===== src/rtl/game_pkg.sv =====
// rtl/game_pkg.sv - shared state encoding and lane constants for the game sequencer
package game_pkg;

  typedef enum logic [2:0] {
    IDLE  = 3'd0,
    COUNT = 3'd1,
    PLAY  = 3'd2,
    DRAIN = 3'd3,
    SWAP  = 3'd4,
    OVER  = 3'd5
  } seq_state_t;

  localparam int NUM_LANES = 5;
  localparam int LANE_G    = 0;
  localparam int LANE_R    = 1;
  localparam int LANE_Y    = 2;
  localparam int LANE_B    = 3;
  localparam int LANE_O    = 4;

  function automatic logic is_running(input seq_state_t s);
    return (s == COUNT) || (s == PLAY) || (s == DRAIN);
  endfunction

endpackage


===== src/rtl/spawn_arbiter.sv =====
// rtl/spawn_arbiter.sv - round-robin lane grant limited by the on-screen note quota
module spawn_arbiter
  import game_pkg::*;
#(
  parameter int MAX_ACTIVE = 3
) (
  input  logic [4:0] cand,
  input  logic [4:0] busy,
  input  logic [2:0] rr_ptr,
  output logic [4:0] grant,
  output logic [2:0] next_ptr
);

  localparam logic [2:0] MAX_A = 3'(MAX_ACTIVE);

  logic [2:0] w_busy_cnt;
  logic [2:0] w_quota;
  logic [2:0] w_taken;
  logic [2:0] w_last;
  logic [2:0] w_lane;
  logic [3:0] w_sum;
  logic       w_any;

  always_comb begin
    w_busy_cnt = '0;
    for (int i = 0; i < NUM_LANES; i++) begin
      w_busy_cnt = w_busy_cnt + {2'b00, busy[i]};
    end
    w_quota = (w_busy_cnt >= MAX_A) ? 3'd0 : (MAX_A - w_busy_cnt);

    grant   = '0;
    w_taken = '0;
    w_last  = '0;
    w_any   = 1'b0;
    w_sum   = '0;
    w_lane  = '0;
    // Scan lanes starting at rr_ptr, wrapping past orange back to green.
    for (int i = 0; i < NUM_LANES; i++) begin
      w_sum  = {1'b0, rr_ptr} + 4'(i);
      w_lane = (w_sum >= 4'd5) ? 3'(w_sum - 4'd5) : w_sum[2:0];
      if (cand[w_lane] && (w_taken < w_quota)) begin
        grant[w_lane] = 1'b1;
        w_taken       = w_taken + 3'd1;
        w_last        = w_lane;
        w_any         = 1'b1;
      end
    end

    if (!w_any) begin
      next_ptr = rr_ptr;
    end else if (w_last == 3'd4) begin
      next_ptr = 3'd0;
    end else begin
      next_ptr = w_last + 3'd1;
    end
  end

endmodule


===== src/rtl/game_sequencer.sv =====
// rtl/game_sequencer.sv - round/turn controller and spawn pulse generator for the note highway
module game_sequencer
  import game_pkg::*;
#(
  parameter logic [31:0] BEAT_DIV        = 32'd1562500,
  parameter int          COUNTDOWN_BEATS = 4,
  parameter int          TURN_BEATS      = 64,
  parameter int          MAX_ACTIVE      = 3
) (
  input  logic       Clk,
  input  logic       Reset,
  input  logic       start,
  input  logic [4:0] lane_req,
  input  logic [4:0] lane_busy,
  input  logic       mus_done,
  output logic [4:0] spawn,
  output logic       player_flag,
  output logic       score_en,
  output logic [3:0] countdown,
  output logic       beat_tick,
  output logic       game_over,
  output logic [2:0] state
);

  localparam logic [31:0] DIV_LAST  = BEAT_DIV - 32'd1;
  localparam logic [3:0]  CD_INIT   = 4'(COUNTDOWN_BEATS);
  localparam logic [7:0]  TURN_INIT = 8'(TURN_BEATS);

  seq_state_t  r_state,   w_state_nxt;
  logic [31:0] r_div,     w_div_nxt;
  logic [3:0]  r_cd,      w_cd_nxt;
  logic [7:0]  r_turn,    w_turn_nxt;
  logic [2:0]  r_ptr,     w_ptr_nxt;
  logic        r_pf,      w_pf_nxt;
  logic        r_done,    w_done_nxt;
  logic [4:0]  r_spawn,   w_spawn_nxt;
  logic        r_tick,    w_tick_nxt;
  logic        r_score,   w_score_nxt;
  logic        r_over,    w_over_nxt;
  logic        r_start_d;

  logic [31:0] w_div_run;
  logic        w_start_rise;
  logic        w_done_eff;
  logic [4:0]  w_cand;
  logic [4:0]  w_grant;
  logic [2:0]  w_next_ptr;

  assign w_cand = lane_req & ~lane_busy;

  spawn_arbiter #(
    .MAX_ACTIVE(MAX_ACTIVE)
  ) u_arb (
    .cand    (w_cand),
    .busy    (lane_busy),
    .rr_ptr  (r_ptr),
    .grant   (w_grant),
    .next_ptr(w_next_ptr)
  );

  always_ff @(posedge Clk or posedge Reset) begin
    if (Reset) begin
      r_state   <= IDLE;
      r_div     <= '0;
      r_cd      <= '0;
      r_turn    <= '0;
      r_ptr     <= '0;
      r_pf      <= 1'b0;
      r_done    <= 1'b0;
      r_spawn   <= '0;
      r_tick    <= 1'b0;
      r_score   <= 1'b0;
      r_over    <= 1'b0;
      r_start_d <= 1'b0;
    end else begin
      r_state   <= w_state_nxt;
      r_div     <= w_div_nxt;
      r_cd      <= w_cd_nxt;
      r_turn    <= w_turn_nxt;
      r_ptr     <= w_ptr_nxt;
      r_pf      <= w_pf_nxt;
      r_done    <= w_done_nxt;
      r_spawn   <= w_spawn_nxt;
      r_tick    <= w_tick_nxt;
      r_score   <= w_score_nxt;
      r_over    <= w_over_nxt;
      r_start_d <= start;
    end
  end

  always_comb begin
    w_state_nxt  = r_state;
    w_div_nxt    = r_div;
    w_cd_nxt     = r_cd;
    w_turn_nxt   = r_turn;
    w_ptr_nxt    = r_ptr;
    w_pf_nxt     = r_pf;
    w_done_nxt   = r_done;
    w_spawn_nxt  = '0;
    w_start_rise = start & ~r_start_d;
    w_done_eff   = r_done | mus_done;
    w_div_run    = (r_div == DIV_LAST) ? 32'd0 : (r_div + 32'd1);

    case (r_state)
      IDLE, OVER: begin
        if (w_start_rise) begin
          w_state_nxt = COUNT;
          w_div_nxt   = '0;
          w_cd_nxt    = CD_INIT;
          w_pf_nxt    = 1'b0;
          w_done_nxt  = 1'b0;
        end
      end
      COUNT: begin
        w_div_nxt = w_div_run;
        if (r_tick) begin
          if (r_cd == 4'd1) begin
            w_state_nxt = PLAY;
            w_cd_nxt    = 4'd0;
            w_turn_nxt  = TURN_INIT;
          end else begin
            w_cd_nxt = r_cd - 4'd1;
          end
        end
      end
      PLAY: begin
        w_div_nxt = w_div_run;
        // A song end always wins over a grant on the same beat.
        if (mus_done) begin
          w_done_nxt  = 1'b1;
          w_state_nxt = DRAIN;
        end else if (r_tick) begin
          w_spawn_nxt = w_grant;
          w_ptr_nxt   = w_next_ptr;
          w_turn_nxt  = r_turn - 8'd1;
          if (r_turn == 8'd1) begin
            w_state_nxt = DRAIN;
          end
        end
      end
      DRAIN: begin
        w_div_nxt  = w_div_run;
        w_done_nxt = w_done_eff;
        if (lane_busy == 5'd0) begin
          if (!r_pf && !w_done_eff) begin
            w_state_nxt = SWAP;
            w_pf_nxt    = 1'b1;
            w_cd_nxt    = CD_INIT;
          end else begin
            w_state_nxt = OVER;
          end
        end
      end
      SWAP: begin
        w_state_nxt = COUNT;
        w_div_nxt   = '0;
      end
      default: begin
        w_state_nxt = IDLE;
      end
    endcase

    // Registered strobe lines up exactly with the cycle the divider sits at its last count.
    w_tick_nxt  = is_running(w_state_nxt) && (w_div_nxt == DIV_LAST);
    w_score_nxt = (w_state_nxt == PLAY) || (w_state_nxt == DRAIN);
    w_over_nxt  = (w_state_nxt == OVER);
  end

  assign spawn       = r_spawn;
  assign player_flag = r_pf;
  assign score_en    = r_score;
  assign countdown   = r_cd;
  assign beat_tick   = r_tick;
  assign game_over   = r_over;
  assign state       = r_state;

endmodule


===== config.mk =====
export PLATFORM = sky130hd
export DESIGN_NAME = game_sequencer
export DESIGN_NICKNAME = d
export VERILOG_FILES = /design/src/rtl/game_pkg.sv /design/src/rtl/spawn_arbiter.sv /design/src/rtl/game_sequencer.sv
export SDC_FILE = /design/constraint.sdc
export NUM_CORES = 1
export LEC_CHECK = 0
export CORE_AREA = 3 3 135 137
export CTS_CLUSTER_SIZE = 28
export DETAILED_ROUTE_END_ITERATION = 10
export DIE_AREA = 0 0 138 140
export PLACE_DENSITY_LB_ADDON = 0.25
export SYNTH_ARGS = -nofsm -noshare
export SYNTH_HDL_FRONTEND = slang
export SYNTH_SLANG_ARGS = --single-unit

===== constraint.sdc =====
create_clock -name Clk -period 14.08 [get_ports Clk]
set_input_delay 2.816 -clock Clk [delete_from_list [all_inputs] [get_ports Clk]]
set_output_delay 2.816 -clock Clk [all_outputs]
set_load 0.005 [all_outputs]

# ---- Word level (Yosys, flattened, before mapping)
# Index checks and enable logic that the tools add are counted.
dict set report classes {
  addsub 21
  order_cmp 21
  n_eq_ne 22
  n_mux 78
  n_bitwise 10
  reduce_logical 30
}
# operator count
set ops {}
lappend ops {{one-hot mux 32 bit (3 select lines)} 1}
lappend ops {{2-to-1 mux 3 bit} 22}
lappend ops {{equality test 32 x 21 -> 1 bit, second input constant} 2}
lappend ops {{2-to-1 mux 32 bit} 2}
lappend ops {{2-to-1 mux 5 bit} 8}
lappend ops {{adder 32 x 1 -> 32 bit, second input constant} 1}
lappend ops {{2-to-1 mux 8 bit} 4}
lappend ops {{2-to-1 mux 1 bit} 21}
lappend ops {{less-than comparator 3 x 4 -> 1 bit, second input constant} 5}
lappend ops {{2-to-1 mux 4 bit} 5}
lappend ops {{OR 5 bit} 4}
lappend ops {{>= comparator 4 x 3 -> 1 bit, second input constant} 4}
lappend ops {{inequality test 2 bit, second input constant} 8}
lappend ops {{one-hot mux 8 bit (2 select lines)} 1}
lappend ops {{binary-select mux 1 bit (select 3 bit)} 5}
lappend ops {{demux 1 bit (select 3 bit)} 5}
lappend ops {{>= comparator 3 x 1 -> 1 bit, second input constant} 5}
lappend ops {{one-hot mux 3 bit (5 select lines)} 1}
lappend ops {{subtractor 3 bit, second input constant} 5}
lappend ops {{equality test 3 x 2 -> 1 bit, second input constant} 4}
lappend ops {{equality test 3 bit, second input constant} 4}
lappend ops {{logical AND 1 bit} 12}
lappend ops {{one-hot mux 4 bit (3 select lines)} 1}
lappend ops {{AND reduction 5 bit} 2}
lappend ops {{35 further kinds} 50}
dict set report word_totals {
  regBits 61
  in_bits 14
  out_inout_bits 16
  wordCells 194
}

# ---- Longest topological paths before layout
dict set report depth {
  word_depth 24
  mapped_depth 39
}

# ---- By module
# From an unflattened synthesis, not the netlist that was laid out.
dict set report unflattened {
  cells_unflattened 672
  hier_area_um2 5440.2
}
# mod instances cells_each area_per_inst_um2
set by_module_without_submodules {}
lappend by_module_without_submodules {game_sequencer 1 396 3535.9}
lappend by_module_without_submodules {spawn_arbiter 1 276 1904.3}

# ---- Worst setup path before layout
# OpenSTA, ideal clock, no wires.
dict set report synth_timing {
  kind {input to register}
  startpoint {input lane_busy[0]}
  endpoint {register r_ptr[2]}
  setup_ns 0.126
  arrival_time_ns 9.560
  t_required_ns 13.954
  path_slack_ns 4.394
  path_stages 36
  path_buffers 3
  cell_sequence {inv_1 -> ha_1 -> inv_1 -> fa_1 -> inv_1 -> ha_1 -> fa_1 -> a21oi_1 -> o311ai_2 -> o21bai_2 -> ha_1 -> nor2_1 -> nand3_1 -> o21a_1 -> buf_2 -> o21ai_0 -> ha_1 -> a21oi_1 -> o221a_1 -> and3_1 -> a31o_1 -> a41o_1 -> buf_6 -> mux2_2 -> ha_1 -> a221oi_1 -> o211ai_2 -> or2_0 -> buf_2 -> a21oi_1 -> ha_1 -> nor3_1 -> a21oi_1 -> nor3_1 -> or3_1 -> o32a_1}
}
dict set report synth_between {
  elab_chain_cells 23
  word_cells_on_any_way 50
  classes_between {add/sub (9); order compare (6); eq/ne (1); mux (26); bitwise (2); reduce/logical (6)}
}
# element line
set synth_lines {}
lappend synth_lines {{start, declared} game_sequencer.sv:14} ;# input logic [4:0] lane_busy,
lappend synth_lines {{adder 1 x 1 -> 2 bit} spawn_arbiter.sv:27} ;# w_busy_cnt = w_busy_cnt + {2'b00, busy[i]};
lappend synth_lines {{adder 3 x 1 -> 3 bit (3 in series)} spawn_arbiter.sv:27}
lappend synth_lines {{subtractor 2 x 3 -> 3 bit / >= comparator 3 x 2 -> 1 bit (equally long branches)} spawn_arbiter.sv:29} ;# w_quota = (w_busy_cnt >= MAX_A) ? 3'd0 : (MAX_A - w_busy_cnt);
lappend synth_lines {{2-to-1 mux 3 bit} spawn_arbiter.sv:29}
lappend synth_lines {{less-than comparator 1 x 3 -> 1 bit} spawn_arbiter.sv:41} ;# if (cand[w_lane] && (w_taken < w_quota)) begin
lappend synth_lines {{logical AND 1 bit} spawn_arbiter.sv:41}
lappend synth_lines {{2-to-1 mux 1 bit} spawn_arbiter.sv:41}
lappend synth_lines {{less-than comparator 1 x 3 -> 1 bit} spawn_arbiter.sv:41}
lappend synth_lines {{[... 5 more ...]} --}
lappend synth_lines {{less-than comparator 3 bit} spawn_arbiter.sv:41}
lappend synth_lines {{logical AND 1 bit} spawn_arbiter.sv:41}
lappend synth_lines {{2-to-1 mux 3 bit} spawn_arbiter.sv:41}
lappend synth_lines {{less-than comparator 3 bit} spawn_arbiter.sv:41}
lappend synth_lines {{logical AND 1 bit} spawn_arbiter.sv:41}
lappend synth_lines {{2-to-1 mux 3 bit} spawn_arbiter.sv:41}
lappend synth_lines {{adder 3 x 1 -> 3 bit / equality test 3 bit (equally long branches)} {spawn_arbiter.sv:54, spawn_arbiter.sv:51}}
lappend synth_lines {{2-to-1 mux 3 bit} spawn_arbiter.sv:51} ;# end else if (w_last == 3'd4) begin
lappend synth_lines {{end signal, assigned} game_sequencer.sv:80} ;# r_ptr <= w_ptr_nxt;
lappend synth_lines {{end, declared} game_sequencer.sv:33} ;# logic [2:0] r_ptr, w_ptr_nxt;
# Parallel ways exist; a longest one is shown, timed or not. The select of a mux whose other input is x is not followed.
# A chain may end at the register's enable or synchronous reset.

# ---- Worst setup path after layout
# Ends and elaborated chain as after synthesis.

==> out/results.ini <==
[yosys]
syn_inst = 628
synth_edf_count = 0
synth_area_um2 = 5070
yosys_warnings = 0
synth_area_leaders = dfrtp_1, ha_1, o21ai_0
ys_types = 86
synth_nets = 669
synth_top_cell_area_share_pct = 30.1
synth_area_leader_cell = dfrtp_1
synthFlopType = dfrtp_1
yosysSeqAreaShare_pct = 30.1
ys_async_sr_fraction_pct = 100
synth_seq_cells = 61
post_synth.cell_area_avg_um2 = 8.08

[floorplan]
die_area_um2 = 19300
ios = 30
fp.coreArea_um2 = 17200
die_w_um = 138
start_util_pct = 29.5
fp.dieH_um = 140
rows = 48

[sta]
finalClockSkew_ps = 5.99
slew_violations = 0
worst_slew_pin_slew_ps = 1200
setup_viol = 0
hold_viol = 0
setup_tns_ps = 0
fin_crit_sh_pct = 75.4
hold-worst-slack_ps = 504
min_period_ps = 10620
max_freq_ghz = 0.0942
timing.slew.headroom_pct = 19.9
rsz0062_at_grt = false

[final_layout]
area_delta_synth_final_pct = 14.3
nets = 683
antenna_cells = 0
post_route_cells_drive_above_1_share_pct = 6.04

[routing]
drtIter0Drc = 291
vias_per_cell = 5.49
ant_nets = 0
drc = 0
vias = 4781
firstDrtPassIters = 6
routed_wl_um = 13900
wire_per_inst_um = 16.0

[flow_run]
cap_violations = 0

[setup_path]
crit_path_top_delay_cell = clkdlybuf4s50_1
end_kind = flip-flop
r2r_cells = 31
path_class = input pin to flip-flop
cp.required_ps = 14290
critPathLaunchType = input pin
cp.arrival_ps = 10820
crit_fanout = 9
worst-r2r-setup-slack_ps = 5860
slowest_delay_ps = 490
cp_common_cell = ha_1

[clocking]
root_buffer = clkbuf_16
ctsHoldBuffers = 0
post_cts_resized = 0
post_cts_buffers = 0
clk_pin_slew_ps = 50
clock-sinks = 61
numCtsBuffers = 9
worstSkewPairLatency_ps = 330
clock_path_buffers = 2
cts_tree = built
cts-htree-levels = 3

[place]
io_buffers = 29
gp_congestion = 0.835
dp_hpwl_um = 10300

[pwr]
netSwitchingFraction_pct = 35.9
power_frac_seq_pct = 35.6
ir_drop_v = 0.0000742
p_comb_share_pct = 34.0
clkPwrFrac_pct = 30.5
internal_power_uw = 430
powerDensity_nw_per_um2 = 116
p_sw_uw = 240
p_leak_uw = 0.00242

[global_routing]
grt_pass1_wl_um = 23200
grt_pass1_vias = 4590
antenna_found_initial = 0
grt.total_usage_pct = 14.3
grt.overflow.total = 0
grt_max_degree = 42

[status]
status = complete, no violations

[hold_path]
hold_depth = 2
min_path_type = flip-flop to flip-flop

## per-stage QoR
stage               instance area, um^2  setup slack [ps]  power [uW]  cells  util, %
finish                             5800              3460         670    871     33.8
floorplan                          5070              4390         398    628        -
global placement                   5520              3570         460    856     32.2
detailed placement                 5520              3200         466    856     32.2
CTS                                5800              3520         675    871     33.8
global route                       5800              2870         720    871     33.8
## cells in the mapped netlist (4+ instances only)
cell type,instances
nor2_1,54
nand4_1,11
o211ai_1,7
mux2i_1,9
buf_2,14
a222oi_1,4
clkbuf_1,11
nand2_1,71
nor2b_1,8
or4_1,4
xnor2_1,10
dfrtp_1,61
o22ai_1,5
o41ai_1,7
o21ai_0,55
a21o_1,10
and3_1,10
nand3_1,25
nand2b_1,17
a31oi_1,12
o21a_1,5
nor3_1,21
a22o_1,7
o31ai_1,11
nor4_1,8
ha_1,24
a21oi_1,23
inv_1,32
## registers in the layout, summed over array words and instances, names as in the netlist
| register | flops |
|---|---|
| spawn | 5 |
| countdown | 4 |
| r_div | 32 |
| r_turn | 8 |
| state | 3 |
| r_start_d | 1 |
| beat_tick | 1 |
| game_over | 1 |
| r_ptr | 3 |
| player_flag | 1 |
| r_done | 1 |
| score_en | 1 |
## power groups by stage
| stage | Combinational (uW) | Sequential [uW] | Clock [uW] |
|---|---|---|---|
| 4_1_cts | 228 | 238 | 210 |
| 3_3_place_gp | 221 | 239 | 0 |
| 3_5_place_dp | 226 | 240 | 0 |
| 2_1_floorplan | 173 | 225 | 0 |
| 5_1_grt | 259 | 244 | 217 |
| 6_report | 228 | 239 | 204 |
## worst max-delay path, delay by kind of cell
kind	cells	cell delay, ps
multiplexers	1	380
buffers and inverters	4	650
AO/OA/AOI/OAI	14	3110
AND/OR/NAND/NOR	8	1360
adder cells (fa/ha/maj)	8	2490
## cell families (layout without fill, tap and decap cells)
group	count (synthesis)	after routing	share of synthesized area (%)
AND/OR/NAND/NOR	263	263	26.3
XOR/XNOR	14	14	2.56
adder cells (fa/ha/maj)	27	27	7.10
other	1	1	0.0739
buffers and inverters	63	81	5.45
flip-flops	61	61	30.1
multiplexers	12	12	2.44
AO/OA/AOI/OAI	187	187	26.0
## metal layers
metal,GRT usage (%),up-vias,share of wire [%]
met4,5.04,0,1.7
met1,19.4,2296,47
li1,-,2356,-
met2,23.8,113,47
met5,0,-,0
met3,1.37,16,3.5
## final timing paths
path	startpoint	end
setup / recovery	lane_busy[0]	r_ptr[2]
hold / removal	r_done	r_done
setup reg to reg	r_ptr[1]	r_ptr[2]
hold reg to reg	r_done	r_done
max in group asynchronous	Reset	r_div[29]
min in group asynchronous	Reset	r_start_d
## layout by cell type (no fill, tap or decap), types with 4 or more instances in the layout
cell type        netlist  layout
a21o_1                10      10
a21oi_1               23      23
a222oi_1               4       4
a22o_1                 7       7
a31oi_1               12      12
and3_1                10      10
buf_4                  2       4
clkbuf_16              0       9
clkdlybuf4s50_1        0      29
dfrtp_1               61      61
ha_1                  24      24
inv_1                 32      31
mux2i_1                9       9
nand2_1               71      71
nand2b_1              17      17
nand3_1               25      25
nand4_1               11      11
nor2_1                54      54
nor2b_1                8       8
nor3_1                21      21
nor4_1                 8       8
o211ai_1               7       7
o21a_1                 5       5
o21ai_0               55      55
o22ai_1                5       5
o31ai_1               11      11
o41ai_1                7       7
or4_1                  4       4
xnor2_1               10      10
## layout make-up
class	count	area, um^2
Clock buffer	14	274
Clock inverter	1	5.00
Fill cell	1818	11400
Inverter	33	124
Multi-Input combinational cell	504	3270
Sequential cell	61	1530
Tap cell	225	282
Timing Repair Buffer	33	320
Note: power is estimated with default switching activity, not from simulation.
